--- config.mk ---
export PLATFORM = sky130hd
export DESIGN_NAME = fetch_unit
export DESIGN_NICKNAME = d
export VERILOG_FILES = /design/src/rtl/fetch_unit_pkg.sv /design/src/rtl/fetch_fifo.sv /design/src/rtl/fetch_unit.sv
export SDC_FILE = /design/constraint.sdc
export NUM_CORES = 1
export LEC_CHECK = 0
export ABC_CLOCK_PERIOD_IN_PS = 3300
export CAP_MARGIN = 30
export CORE_ASPECT_RATIO = 0.9
export CORE_MARGIN = 2
export CORE_UTILIZATION = 49
export CTS_CLUSTER_SIZE = 12
export DETAILED_ROUTE_END_ITERATION = 7
export GPL_ROUTABILITY_DRIVEN = 0
export PLACE_DENSITY = 0.89
export SLEW_MARGIN = 20
export SYNTH_ARGS = -nofsm -noshare
export SYNTH_HDL_FRONTEND = slang
export SYNTH_SLANG_ARGS = --single-unit
export TNS_END_PERCENT = 5
--- constraint.sdc ---
create_clock -name i_clk -period 3.3 [get_ports i_clk]
set_input_delay 0.495 -clock i_clk [delete_from_list [all_inputs] [get_ports i_clk]]
set_output_delay 0.495 -clock i_clk [all_outputs]
set_load 0.01 [all_outputs]
--- src/rtl/fetch_unit_pkg.sv ---
// Shared constants for the instruction-fetch stage.
package fetch_unit_pkg;

    localparam int          DEF_XLEN     = 32;
    localparam logic [31:0] DEF_RESET_PC = 32'h0000_0000;
    localparam logic [31:0] INSTR_NOP    = 32'h0000_0013;
    localparam int          PC_INCREMENT = 4;

    // Clears the two byte-offset bits so a fetch address is always word aligned.
    function automatic logic [DEF_XLEN-1:0] alignPc(input logic [DEF_XLEN-1:0] pc);
        return pc & ~DEF_XLEN'(3);
    endfunction

endpackage

--- src/rtl/fetch_fifo.sv ---
// Synchronous FIFO with clear; used both for the {pc, instr} buffer and for the
// queue of PCs whose memory responses are still pending.
module fetch_fifo #(
    parameter int WIDTH = 64,
    parameter int DEPTH = 2,
    localparam int CW   = $clog2(DEPTH + 1)
) (
    input  logic             i_clk,
    input  logic             i_rst_n,
    input  logic             i_push,
    input  logic [WIDTH-1:0] i_data,
    input  logic             i_pop,
    input  logic             i_clear,
    output logic [WIDTH-1:0] o_data,
    output logic             o_full,
    output logic             o_empty,
    output logic [CW-1:0]    o_count
);

    localparam int PW = (DEPTH > 1) ? $clog2(DEPTH) : 1;

    logic [WIDTH-1:0] r_mem [DEPTH];
    logic [PW-1:0]    r_wrPtr;
    logic [PW-1:0]    r_rdPtr;
    logic [CW-1:0]    r_count;
    logic             w_doPush;
    logic             w_doPop;

    // A push into a full FIFO is only allowed when the head leaves in the same cycle.
    always_comb begin
        w_doPop  = i_pop & ~o_empty;
        w_doPush = i_push & (~o_full | w_doPop);
    end

    // Storage, pointers and occupancy; clear empties the FIFO without touching storage.
    always_ff @(posedge i_clk) begin
        if (!i_rst_n) begin
            r_wrPtr <= '0;
            r_rdPtr <= '0;
            r_count <= '0;
            for (int i = 0; i < DEPTH; i++) begin
                r_mem[i] <= '0;
            end
        end else if (i_clear) begin
            r_wrPtr <= '0;
            r_rdPtr <= '0;
            r_count <= '0;
        end else begin
            if (w_doPush) begin
                r_mem[r_wrPtr] <= i_data;
                r_wrPtr        <= r_wrPtr + PW'(1);
            end
            if (w_doPop) begin
                r_rdPtr <= r_rdPtr + PW'(1);
            end
            if (w_doPush && !w_doPop) begin
                r_count <= r_count + CW'(1);
            end else if (!w_doPush && w_doPop) begin
                r_count <= r_count - CW'(1);
            end
        end
    end

    // Head entry and status flags straight from the registers.
    always_comb begin
        o_data  = r_mem[r_rdPtr];
        o_full  = (r_count == CW'(DEPTH));
        o_empty = (r_count == '0);
        o_count = r_count;
    end

endmodule

--- src/rtl/fetch_unit.sv ---
// Instruction-fetch stage: owns the PC, issues word requests to instruction
// memory, buffers returned words with their PCs and hands them to decode.
module fetch_unit
    import fetch_unit_pkg::*;
#(
    parameter int             XLEN            = DEF_XLEN,
    parameter logic [XLEN-1:0] RESET_PC       = XLEN'(DEF_RESET_PC),
    parameter int             FIFO_DEPTH      = 2,
    parameter int             MAX_OUTSTANDING = 2
) (
    input  logic            i_clk,
    input  logic            i_rst_n,
    output logic            o_imem_req,
    output logic [XLEN-1:0] o_imem_addr,
    input  logic            i_imem_gnt,
    input  logic            i_imem_rvalid,
    input  logic [XLEN-1:0] i_imem_rdata,
    output logic            o_valid,
    output logic [XLEN-1:0] o_instr,
    output logic [XLEN-1:0] o_pc,
    input  logic            i_ready,
    input  logic            i_redirect,
    input  logic [XLEN-1:0] i_redirect_pc
);

    localparam int OW  = $clog2(MAX_OUTSTANDING + 1);
    localparam int FCW = $clog2(FIFO_DEPTH + 1);
    localparam int SW  = $clog2(FIFO_DEPTH + MAX_OUTSTANDING + 1) + 1;

    logic [XLEN-1:0]   r_fetchPc;
    logic [OW-1:0]     r_outstanding;
    logic [OW-1:0]     r_discard;

    logic              w_req;
    logic              w_grant;
    logic              w_respDrop;
    logic              w_respPush;
    logic              w_pop;
    logic [XLEN-1:0]   w_reqPc;
    logic [2*XLEN-1:0] w_head;
    logic              w_fifoFull;
    logic              w_fifoEmpty;
    logic [FCW-1:0]    w_fifoCount;
    logic              w_pcqFull;
    logic              w_pcqEmpty;
    logic [OW-1:0]     w_pcqCount;

    // Issue and handshake decisions; buffer space is reserved at grant time.
    always_comb begin
        w_req = i_rst_n & ~i_redirect
              & ((SW'(r_outstanding) + SW'(w_fifoCount)) < SW'(FIFO_DEPTH))
              & (r_outstanding < OW'(MAX_OUTSTANDING))
              & (r_discard == '0);
        w_grant     = w_req & i_imem_gnt;
        w_respDrop  = i_imem_rvalid & (i_redirect | (r_discard != '0));
        w_respPush  = i_imem_rvalid & ~w_respDrop;
        o_valid     = i_rst_n & ~w_fifoEmpty;
        w_pop       = o_valid & i_ready & ~i_redirect;
        o_imem_req  = w_req;
        o_imem_addr = r_fetchPc;
        o_pc        = w_head[2*XLEN-1:XLEN];
        o_instr     = w_head[XLEN-1:0];
    end

    // Fetch PC: restart on redirect, otherwise step one word per granted request.
    always_ff @(posedge i_clk) begin
        if (!i_rst_n) begin
            r_fetchPc <= RESET_PC;
        end else if (i_redirect) begin
            r_fetchPc <= i_redirect_pc & ~XLEN'(3);
        end else if (w_grant) begin
            r_fetchPc <= r_fetchPc + XLEN'(PC_INCREMENT);
        end
    end

    // In-flight and to-be-dropped response counters; flushed requests stay outstanding until answered.
    always_ff @(posedge i_clk) begin
        if (!i_rst_n) begin
            r_outstanding <= '0;
            r_discard     <= '0;
        end else begin
            r_outstanding <= r_outstanding + OW'(w_grant) - OW'(i_imem_rvalid);
            if (i_redirect) begin
                r_discard <= r_outstanding - OW'(i_imem_rvalid);
            end else if (i_imem_rvalid && (r_discard != '0)) begin
                r_discard <= r_discard - OW'(1);
            end
        end
    end

    fetch_fifo #(
        .WIDTH (XLEN),
        .DEPTH (MAX_OUTSTANDING)
    ) u_pcQueue (
        .i_clk   (i_clk),
        .i_rst_n (i_rst_n),
        .i_push  (w_grant),
        .i_data  (r_fetchPc),
        .i_pop   (i_imem_rvalid),
        .i_clear (1'b0),
        .o_data  (w_reqPc),
        .o_full  (w_pcqFull),
        .o_empty (w_pcqEmpty),
        .o_count (w_pcqCount)
    );

    fetch_fifo #(
        .WIDTH (2 * XLEN),
        .DEPTH (FIFO_DEPTH)
    ) u_instrBuf (
        .i_clk   (i_clk),
        .i_rst_n (i_rst_n),
        .i_push  (w_respPush),
        .i_data  ({w_reqPc, i_imem_rdata}),
        .i_pop   (w_pop),
        .i_clear (i_redirect),
        .o_data  (w_head),
        .o_full  (w_fifoFull),
        .o_empty (w_fifoEmpty),
        .o_count (w_fifoCount)
    );

    a_noOrphanResp: assert property (@(posedge i_clk) disable iff (!i_rst_n)
        i_imem_rvalid |-> (r_outstanding != '0));
    a_pcqTracksCount: assert property (@(posedge i_clk) disable iff (!i_rst_n)
        w_pcqCount == r_outstanding);
    a_pcqNoOverflow: assert property (@(posedge i_clk) disable iff (!i_rst_n)
        w_grant |-> !w_pcqFull);
    a_pcqNoUnderflow: assert property (@(posedge i_clk) disable iff (!i_rst_n)
        i_imem_rvalid |-> !w_pcqEmpty);
    a_bufNoOverflow: assert property (@(posedge i_clk) disable iff (!i_rst_n)
        w_respPush |-> (!w_fifoFull || w_pop));
    a_discardBound: assert property (@(posedge i_clk) disable iff (!i_rst_n)
        r_discard <= r_outstanding);

endmodule

# ---- Word-level counts from Yosys, hierarchy flattened
# Memory sizes are Yosys's and may differ from the RTL's. A register that Yosys moved wholly into a read port is not among the register bits.
# Index checks and enable logic that the tools add are counted.
dict set report classes {
  addsub 14
  order_cmp 2
  eq_ne 2
  n_mux 26
  bitwise 24
  reduce_logical 20
}
# cell n
set op_table {}
lappend op_table {{$mux W32} 3}
lappend op_table {{$mux W64} 1}
lappend op_table {{$reduce_or A64 Y1} 1}
lappend op_table {{$add A32 B3 Y32 const B} 1}
lappend op_table {{$reduce_or A32 Y1} 1}
lappend op_table {{$mux W1} 16}
lappend op_table {{$and A1 B1 Y1} 14}
lappend op_table {{$mux W2} 6}
lappend op_table {{$reduce_bool A2 Y1} 5}
lappend op_table {{$not A1 Y1} 7}
lappend op_table {{$logic_not A2 Y1} 3}
lappend op_table {{$sub A2 B1 Y2 const B} 3}
lappend op_table {{$logic_and A1 B1 Y1} 5}
lappend op_table {{$add A1 B1 Y1 const B} 4}
lappend op_table {{$add A2 B1 Y2 const B} 2}
lappend op_table {{$eq A2 B2 Y1 const B} 2}
lappend op_table {{$logic_not A1 Y1} 4}
lappend op_table {{$sub A2 B1 Y2} 2}
lappend op_table {{$add A2 B2 Y3} 1}
lappend op_table {{$lt A3 B2 Y1 const B} 1}
lappend op_table {{$or A1 B1 Y1} 3}
lappend op_table {{$add A2 B1 Y2} 1}
lappend op_table {{$lt A2 B2 Y1 const B} 1}
lappend op_table {{$reduce_or A2 Y1} 1}
dict set report word_totals {
  register_bits 44
  ram_bits 192
  inputBits 70
  wordCells 100
  mem_count 2
}
# memory words word_bits read_ports rd_ports_with_merged_regs wr line
set mem_list {}
lappend mem_list {u_instrBuf.r_mem 2 64 1 1 2 fetch_fifo.sv:22} ;# logic [WIDTH-1:0] r_mem [DEPTH];
lappend mem_list {u_pcQueue.r_mem 2 32 1 1 2 fetch_fifo.sv:22}

# ---- Logic depth before layout (Yosys ltp)
# Gate-level depths: netlist of the first run.
dict set report depth {
  word_depth 14
  mapped_depth 14
}

# ---- By module
# From an unflattened synthesis of the first run, not the netlist that was laid out.
dict set report unflattened {
  hier_cells 828
  hier_area_um2 10849.2
}
# mod n_inst cells_per_inst area_each_um2
set modules_own_cells {}
lappend modules_own_cells {{fetch_fifo at u_instrBuf} 1 368 5766.8}
lappend modules_own_cells {{fetch_fifo at u_pcQueue} 1 197 2997.9}
lappend modules_own_cells {fetch_unit 1 263 2084.5}

# ---- Least setup slack after synthesis of the first run
# Ideal clock, no wire load.
dict set report synth_timing {
  path_kind {register -> register}
  startpoint {register u_instrBuf.r_count[0] (netlist: u_instrBuf.o_count[0])}
  endpoint {memory u_pcQueue.r_mem[1][10] (netlist name), enable pin}
  setup_time_ps 392
  arrival_time_ps 2865
  setup_slack_ps 44
  stages_incl_launch_ff 9
  path_buffers 0
  path_cell_list {dfxtp_1 inv_1 nor2_1 fa_1 or3_4 nor3_4 inv_2 nor3_2 nand2b_1}
}
# element line
set synth_rtl {}
lappend synth_rtl {{start, declared} fetch_fifo.sv:25} ;# logic [CW-1:0] r_count;
lappend synth_rtl {{start signal, assigned} fetch_fifo.sv:57} ;# r_count <= r_count + CW'(1);
lappend synth_rtl {{start signal, assigned} fetch_fifo.sv:59} ;# r_count <= r_count - CW'(1);
lappend synth_rtl {{end, declared} fetch_fifo.sv:22}

# ---- Worst setup path after layout of the first run
dict set report layout_timing {
  startpoint {register u_instrBuf.r_count[0] (netlist: u_instrBuf.o_count[0])}
  endpoint {output port o_imem_req}
}
dict set report layout_between {
  elab_chain_cells 5
}
# element line
set layout_lines {}
lappend layout_lines {{$add A2 B2 Y3} fetch_unit.sv:51} ;# & ((SW'(r_outstanding) + SW'(w_fifoCount)) < SW'(FIFO_DEPTH))
lappend layout_lines {{$lt A3 B2 Y1} fetch_unit.sv:51}
lappend layout_lines {{$and A1 B1 Y1} fetch_unit.sv:51}
lappend layout_lines {{$and A1 B1 Y1} fetch_unit.sv:52} ;# & (r_outstanding < OW'(MAX_OUTSTANDING))
lappend layout_lines {{$and A1 B1 Y1} fetch_unit.sv:53} ;# & (r_discard == '0);
lappend layout_lines {{end, declared} fetch_unit.sv:13} ;# output logic o_imem_req,
# Every way passes these cells.

==> results.md, run 1 <==
- Outcome: finished, final reports clean
- Post-route ant nets: 0
- Max stage delay on crit path: 0.54 ns
- Nets@finish: between 1000 and 1500
- Pleak: 0.004610 uW
- # diodes: 0
- H-tree levels: 1
- Overflow after GRT: 0
- Total core area: 20770 sq um
- P&R area growth vs syn: 26.26%
- Worst vdd ir: 408.6 uV
- Seq/Total Area, Yosys: 61.85%
- Post-synthesis compound-gate area fraction: 5.436%
- Ports: 168
- Worst path cell trace: inv_1, nor2_1, fa_1, nor3_2, buf_4, and3_1, clkdlybuf4s50_1
- Worst setup EP type: output port
- Max Cap Viol: 0
- WS Path Type: reg2out
- Netlist Area Pre-Place: 10360 sq um
- Post-Place Cells: around 1300
- CTS Buf Count: 25
- Via density: 5.584
- Row count: 50
- Main combinational cell family by area after synthesis: simple AND/OR/NAND/NOR gates
- CTS sink cnt: 228
- Most frequent cell after synthesis: edfxtp_1
- Initial antenna violation count: 0
- Post-synth EDFFs: 184
- Top Family by Delay on Critical Path: buffers and inverters
- GRT Util Overall: roughly a fifth
- Commonest cells in the netlist: edfxtp_1 (184), and2_1 (120), nor2_1 (87)
- Vias in the first global route: 7250
- Worst Skew: 0.01179 ns
- Die ar.: about 22000 sq um
- DP Area: around 12000 sq um
- Worst slew pin tran: 0.6819 ns
- Total iterations of the first detailed-routing run: 5
- Syn avg cell area: 12.45 sq um
- Req. time, crit path: 2.80 ns
- Port Buf Inserts: 161
- Root Driver: clkbuf_16
- Max_slew headroom: a little over half
- DIE WIDTH: 157.3 um
- Hpwl dp: 15400 um
- Area share of the leading cell type in the synthesized netlist: 53.35%
- Final hold vios: 0
- Clk slew on worst S/H paths: 0.06 ns
- Syn Inst Count: 832
- Routed WL: 24010 um
- FF+latch count, synth: about 230
- Min cycle time layout: 3.152 ns
- Share of layout cells above drive strength 1: between 10% and 20%
- Adder-cell share of the synthesized area: 1.039%
- Max-slew violations: 0
- Synth warnings: 0
- Post-Layout Inst Area: ~13000 sq um
- Commonest register cell after synthesis: edfxtp_1
- Xor/xnor share of the synthesized area: 1.353%
- Tcrit/Tclk final: roughly 96%
- Asr flop ratio synth: 0%
- Fmax: 317.3 MHz
- Vias: roughly 7000
- CTS tree: yes
- Power, Total: between 6000 and 7000 uW
- Number of DRC markers in iteration 0: 546
- Yosys cell types: 56
- CP max-delay cell: clkdlybuf4s50_1
- Largest net degree at the start of global routing: 63
- Setup total negative slack: 0 ns
- Worst-skew pair later-pin latency: 0.51 ns
- Synth area leader: edfxtp_1
- Unrepaired setup endpoints after global routing: false
- Max clock buf depth: 3
- WL/cell: 18.59 um
- Multiplexer share of the synthesized area: 9.737%
- Worst Path Buf+Inv: 3
- Synth area leaders: edfxtp_1 (53%), dfxtp_1 (8.5%), and2_1 (7.2%), mux2_2 (6.7%), nor2_1 (3.2%)
- DRC viols: 0
- Cell Count, Final, Fillers Out: between 1000 and 1500
- Die H: around 140 um
- CTS Hold Bufs: 0
- First-pass GRT wire length: 37640 um
- Initial core utilization: 49.87%
- HP Class: reg2reg
- WP data arrival: 2.66 ns
- Simple-gate portion of the synthesized area: approximately 18%
- Crit Path Max Fanout: 7
- Startpoint Class: flip-flop
- Final setup violation count: 0
- Pwr dens: 531.6 nW/um^2
-- metal layers --
metal	track usage [%]	vias to the layer above	part of all wire, %
met2	36.29	316	49
met5	0	-	0
met4	6.316	0	2.5
met1	28.50	3473	41
li1	-	3362	-
met3	3.421	63	7.4
-- state kept, by name (all words and copies together) (netlist names), named ones only --
signal and flops:
u_pcQueue.r_wrPtr 1, u_instrBuf.r_wrPtr 1, u_pcQueue.o_count 2, u_instrBuf.r_rdPtr 1, o_imem_addr 30, r_outstanding 2, u_pcQueue.r_rdPtr 1, u_pcQueue.r_mem 60
r_discard 2, u_instrBuf.r_mem 124, u_instrBuf.o_count 2
-- cell families (layout without fill, tap and decap cells) --
kind of cell | Yosys count | count (layout)
simple gates | 336 | 336
flops | 228 | 228
mux | 93 | 93
compound gates | 82 | 82
buf+inv | 68 | 239
xor+xnor | 16 | 16
fa+ha+maj | 8 | 8
other cells | 1 | 4
-- power breakdown --
group	total [uW]	internal, uW	leakage, uW	switching (uW)
clock network	2520	1460	0.000352	1060
logic	1010	496	0.00198	518
registers	3420	3300	0.00228	124
-- worst min-delay path: cells and delay by family, from the launching register on --
family         cells  cell delay [ns]
AO/OA/AOI/OAI      2             0.14
flip-flops         1             0.33
-- area by class of cell --
class                      instances  area, sq um
tap                              286        357.8
timing repair buffer             183         1839
fill                            1542         7692
inverter                          14        52.55
clock inverter                    11        82.58
sequential                       228         6409
clock buffer                      31        648.1
multi-input combinational        539         3689
-- placed cells by master (no fill, tap or decap), types with 6 or more instances in the layout --
cell,netlist,routed
nor2_1,87,87
nor4_1,11,11
clkbuf_1,44,6
ha_1,7,7
nand2b_1,6,6
or4_1,15,15
mux2_2,62,62
o21ai_0,25,25
a31oi_1,14,14
xor2_1,12,12
mux2i_1,31,31
buf_4,4,17
nor3_1,8,7
clkbuf_16,0,25
clkinv_1,1,7
a211oi_1,9,9
and3_1,6,6
nand2_1,29,28
nand3_1,14,14
clkdlybuf4s50_1,0,161
edfxtp_1,184,184
inv_1,12,12
and2_1,120,120
dfxtp_1,44,42
nand4_1,17,17
o31ai_1,9,9
-- final timing paths --
check / start / end / slack, ns / depth (start not counted)
max: u_instrBuf.o_count[0] / o_imem_req / 0.15 / 7
min: u_pcQueue.o_count[1] / u_pcQueue.o_count[1] / 0.51 / 2
max reg2reg: u_instrBuf.o_count[0] / u_pcQueue.o_count[1] / 0.27 / 10
min reg2reg: u_pcQueue.o_count[1] / u_pcQueue.o_count[1] / 0.51 / 2
-- timing repair --
item                                    4_1_cts  5_1_grt
endpoints found under the hold margin         0        0
endpoints found under the setup margin        0        1
resized for setup                             0        2
setup buffers                                 0        0
-- metrics by stage --
stage | util (%) | hold slack [ns] | setup WS, ns
2_1_floorplan | - | 0.4631 | 0.04352
3_3_place_gp | 59.42 | 0.4778 | 0.3433
3_5_place_dp | 59.42 | 0.4942 | 0.2789
4_1_cts | 62.93 | 0.5002 | 0.03553
5_1_grt | 62.96 | 0.5309 | 0.06620
6_report | 62.96 | 0.5055 | 0.1481
No activity file was read; power rests on OpenSTA's default activity.
==> inputs of run 2 (changes only) <==
- MAX_ROUTING_LAYER: not set -> met4
==> run 2 against run 1 <==
Net effect: first-iteration DRC count shrank 11%; clock-buffer cell count did not move; critical path depth is the same; register-to-register slack about the same; sequential share of layout area is the same; clock power about the same; combinational power barely moved; via count is 0.26% lower; wire length fell by 0.21%; sequential cell count unchanged; largest cell class unchanged; largest power group unchanged.
==> results.md, run 2 (same netlist as run 1, synthesis figures left out) <==
- Clock power share: a little over a third
- # diodes: 0
- Combinational power share: ~15%
- Post-cts gate resize count: 0
- Max clock buf depth: 3
- Pleak: around 0.0046 uW
- Worst-skew pair later-pin latency: ~0.52 ns
- Initial antenna violation count: 0
- Final Worst Setup Slack: roughly 0.15 ns
- CTS Hold Bufs: 0
- Post-Place Setup Slack: 0.2789 ns
- Post-CTS Repair Setup Buffers: 0
- Req. time, crit path: 2.80 ns
- Commonest non-fill, non-tap cell in the layout: edfxtp_1
- Seq pwr share: 49.2%
- Tcrit/Tclk final: between 90% and 100%
- Worst Skew: 0.01048 ns
- Cell Count, Final, Fillers Out: 1292
- Outcome: finished, final reports clean
- Die ar.: 22320 sq um
- Final hold vios: 0
- Largest net degree at the start of global routing: 63
- Worst setup EP type: output port
- Fmax: 317.6 MHz
- Setup crit start: u_instrBuf.o_count[0]
- Minimum hold slack: 0.5059 ns
- Row count: 50
- Total iterations of the first detailed-routing run: 5
- Pwr dens: 531.6 nW/um^2
- Worst vdd ir: 408.1 uV
- Share of layout cells above drive strength 1: 12.62%
- Port Buf Inserts: 161
- DIE WIDTH: 157.3 um
- Max stage delay on crit path: 0.54 ns
- WS Path Type: reg2out
- P_int: roughly 5300 uW
- Number of flip-flops under the largest register name: 124
- Startpoint Class: flip-flop
- WP depth: 7
- Worst path cell trace: inv_1, nor2_1, fa_1, nor3_2, buf_4, and3_1, clkdlybuf4s50_1
- Top Family by Delay on Critical Path: buffers and inverters
- DRC viols: 0
- Via density: 5.569
- Layer with the highest usage: met2
- Min cycle time layout: 3.149 ns
- Clk slew on worst S/H paths: about 0.06 ns
- Most frequent cells in the layout: edfxtp_1 (184), clkdlybuf4s50_1 (161), and2_1 (120), nor2_1 (87), mux2_2 (62)
- Initial core utilization: 49.87%
- CTS tree: yes
- Sw Pwr: 1699 uW
- CP max-delay cell: clkdlybuf4s50_1
- Nets@finish: 1069
- WP data arrival: around 2.7 ns
- Hpwl dp: 15400 um
- Met2 Use GR: a little over a third
- HP Class: reg2reg
- R2r endpoint: u_pcQueue.o_count[1]
- Crit Path Max Fanout: 7
- Die H: 141.9 um
- Filler Cells Inserted: 1542
- Final Util: approximately 63%
- Max_slew headroom: 51.94%
- WL/cell: 18.55 um
- M1 GR Usage: 28.77%
- First-pass GRT wire length: 37660 um
- Root Driver: clkbuf_16
- Post-Place Cells: 1250
- Most flops, register: u_instrBuf.r_mem
- GRT Util Overall: 22.04%
- Termination of the worst setup path: o_imem_req
- Met3 Use GR: 3.146%
- Post-route ant nets: 0
- H-tree levels: 1
- Sw Ratio: 24.44%
- CTS sink cnt: 228
- Total core area: 20770 sq um
- Number of DRC markers in iteration 0: 485
- R2r startpoint: u_instrBuf.o_count[0]
- Unrepaired setup endpoints after global routing: false
- Overflow after GRT: 0
- Vias: a little over 7000
- Worst Path Buf+Inv: 3
- P&R area growth vs syn: 26.26%
- Setup total negative slack: 0 ns
- CTS Buf Count: 25
- Reg-to-reg setup timing slack: approximately 0.27 ns
- Vias in the first global route: 7235
- Ports: 168
- Final setup violation count: 0
- Max-slew violations: 0
- Routed WL: 23960 um
- FF-to-FF path depth: 10
- Worst slew pin tran: 0.7160 ns
- Max Cap Viol: 0
[run 2: cell counts in the layout (fill, tap and decap cells not counted)]
Identical to the previous run, type by type.
[run 2: power groups by stage]
stage	sequential (uW)	clock, uW	combinational (uW)
after floorplan	3440	0	588
after global placement	3460	0	980
after detailed placement	3470	0	1000
after CTS	3410	2550	1010
after global routing	3440	2670	1090
final	3420	2520	1010
[run 2: final cells by class]
| type | instances | area (sq um) | share of cell area [%] |
|---|---|---|---|
| multi-input cells | 539 | 3689 | 28.21 |
| clock buffers | 31 | 648.1 | 4.956 |
| well taps | 286 | 357.8 | 2.736 |
| flip-flops and latches | 228 | 6409 | 49.01 |
| repair buffers | 183 | 1839 | 14.06 |
| inverters | 14 | 52.55 | 0.4018 |
| clock inverters | 11 | 82.58 | 0.6315 |
[run 2: per-stage QoR]
step | cell area (sq um) | total power [uW]
floorplan | 10370 | 4031
global placement | 12340 | 4437
detailed placement | 12340 | 4477
CTS | 13070 | 6978
global route | 13080 | 7194
finish | 13080 | 6952
[run 2: per-layer routing]
| metal | part of all wire [%] | vias to the layer above |
|---|---|---|
| li1 | - | 3364 |
| met1 | 41 | 3464 |
| met2 | 49 | 310 |
| met3 | 7.3 | 57 |
| met4 | 2.2 | 0 |
| met5 | 0 | - |
[run 2: how the worst min path moves through the flow]
stage	start	slack (ns)	depth (start not counted)	to
2_1_floorplan	u_pcQueue.o_count[1]	0.46	2	u_pcQueue.o_count[1]
3_3_place_gp	u_pcQueue.o_count[1]	0.48	2	u_pcQueue.o_count[1]
3_5_place_dp	u_pcQueue.o_count[1]	0.49	2	u_pcQueue.o_count[1]
4_1_cts	u_pcQueue.o_count[1]	0.50	2	u_pcQueue.o_count[1]
5_1_grt	u_instrBuf.r_rdPtr	0.53	2	u_instrBuf.r_rdPtr
6_report	u_pcQueue.o_count[1]	0.51	2	u_pcQueue.o_count[1]
[run 2: worst min-delay path: stages, from the launching register on]
cell and delay (ns):
dfxtp_1 0.33, o21ai_0 0.07, a21oi_1 0.06
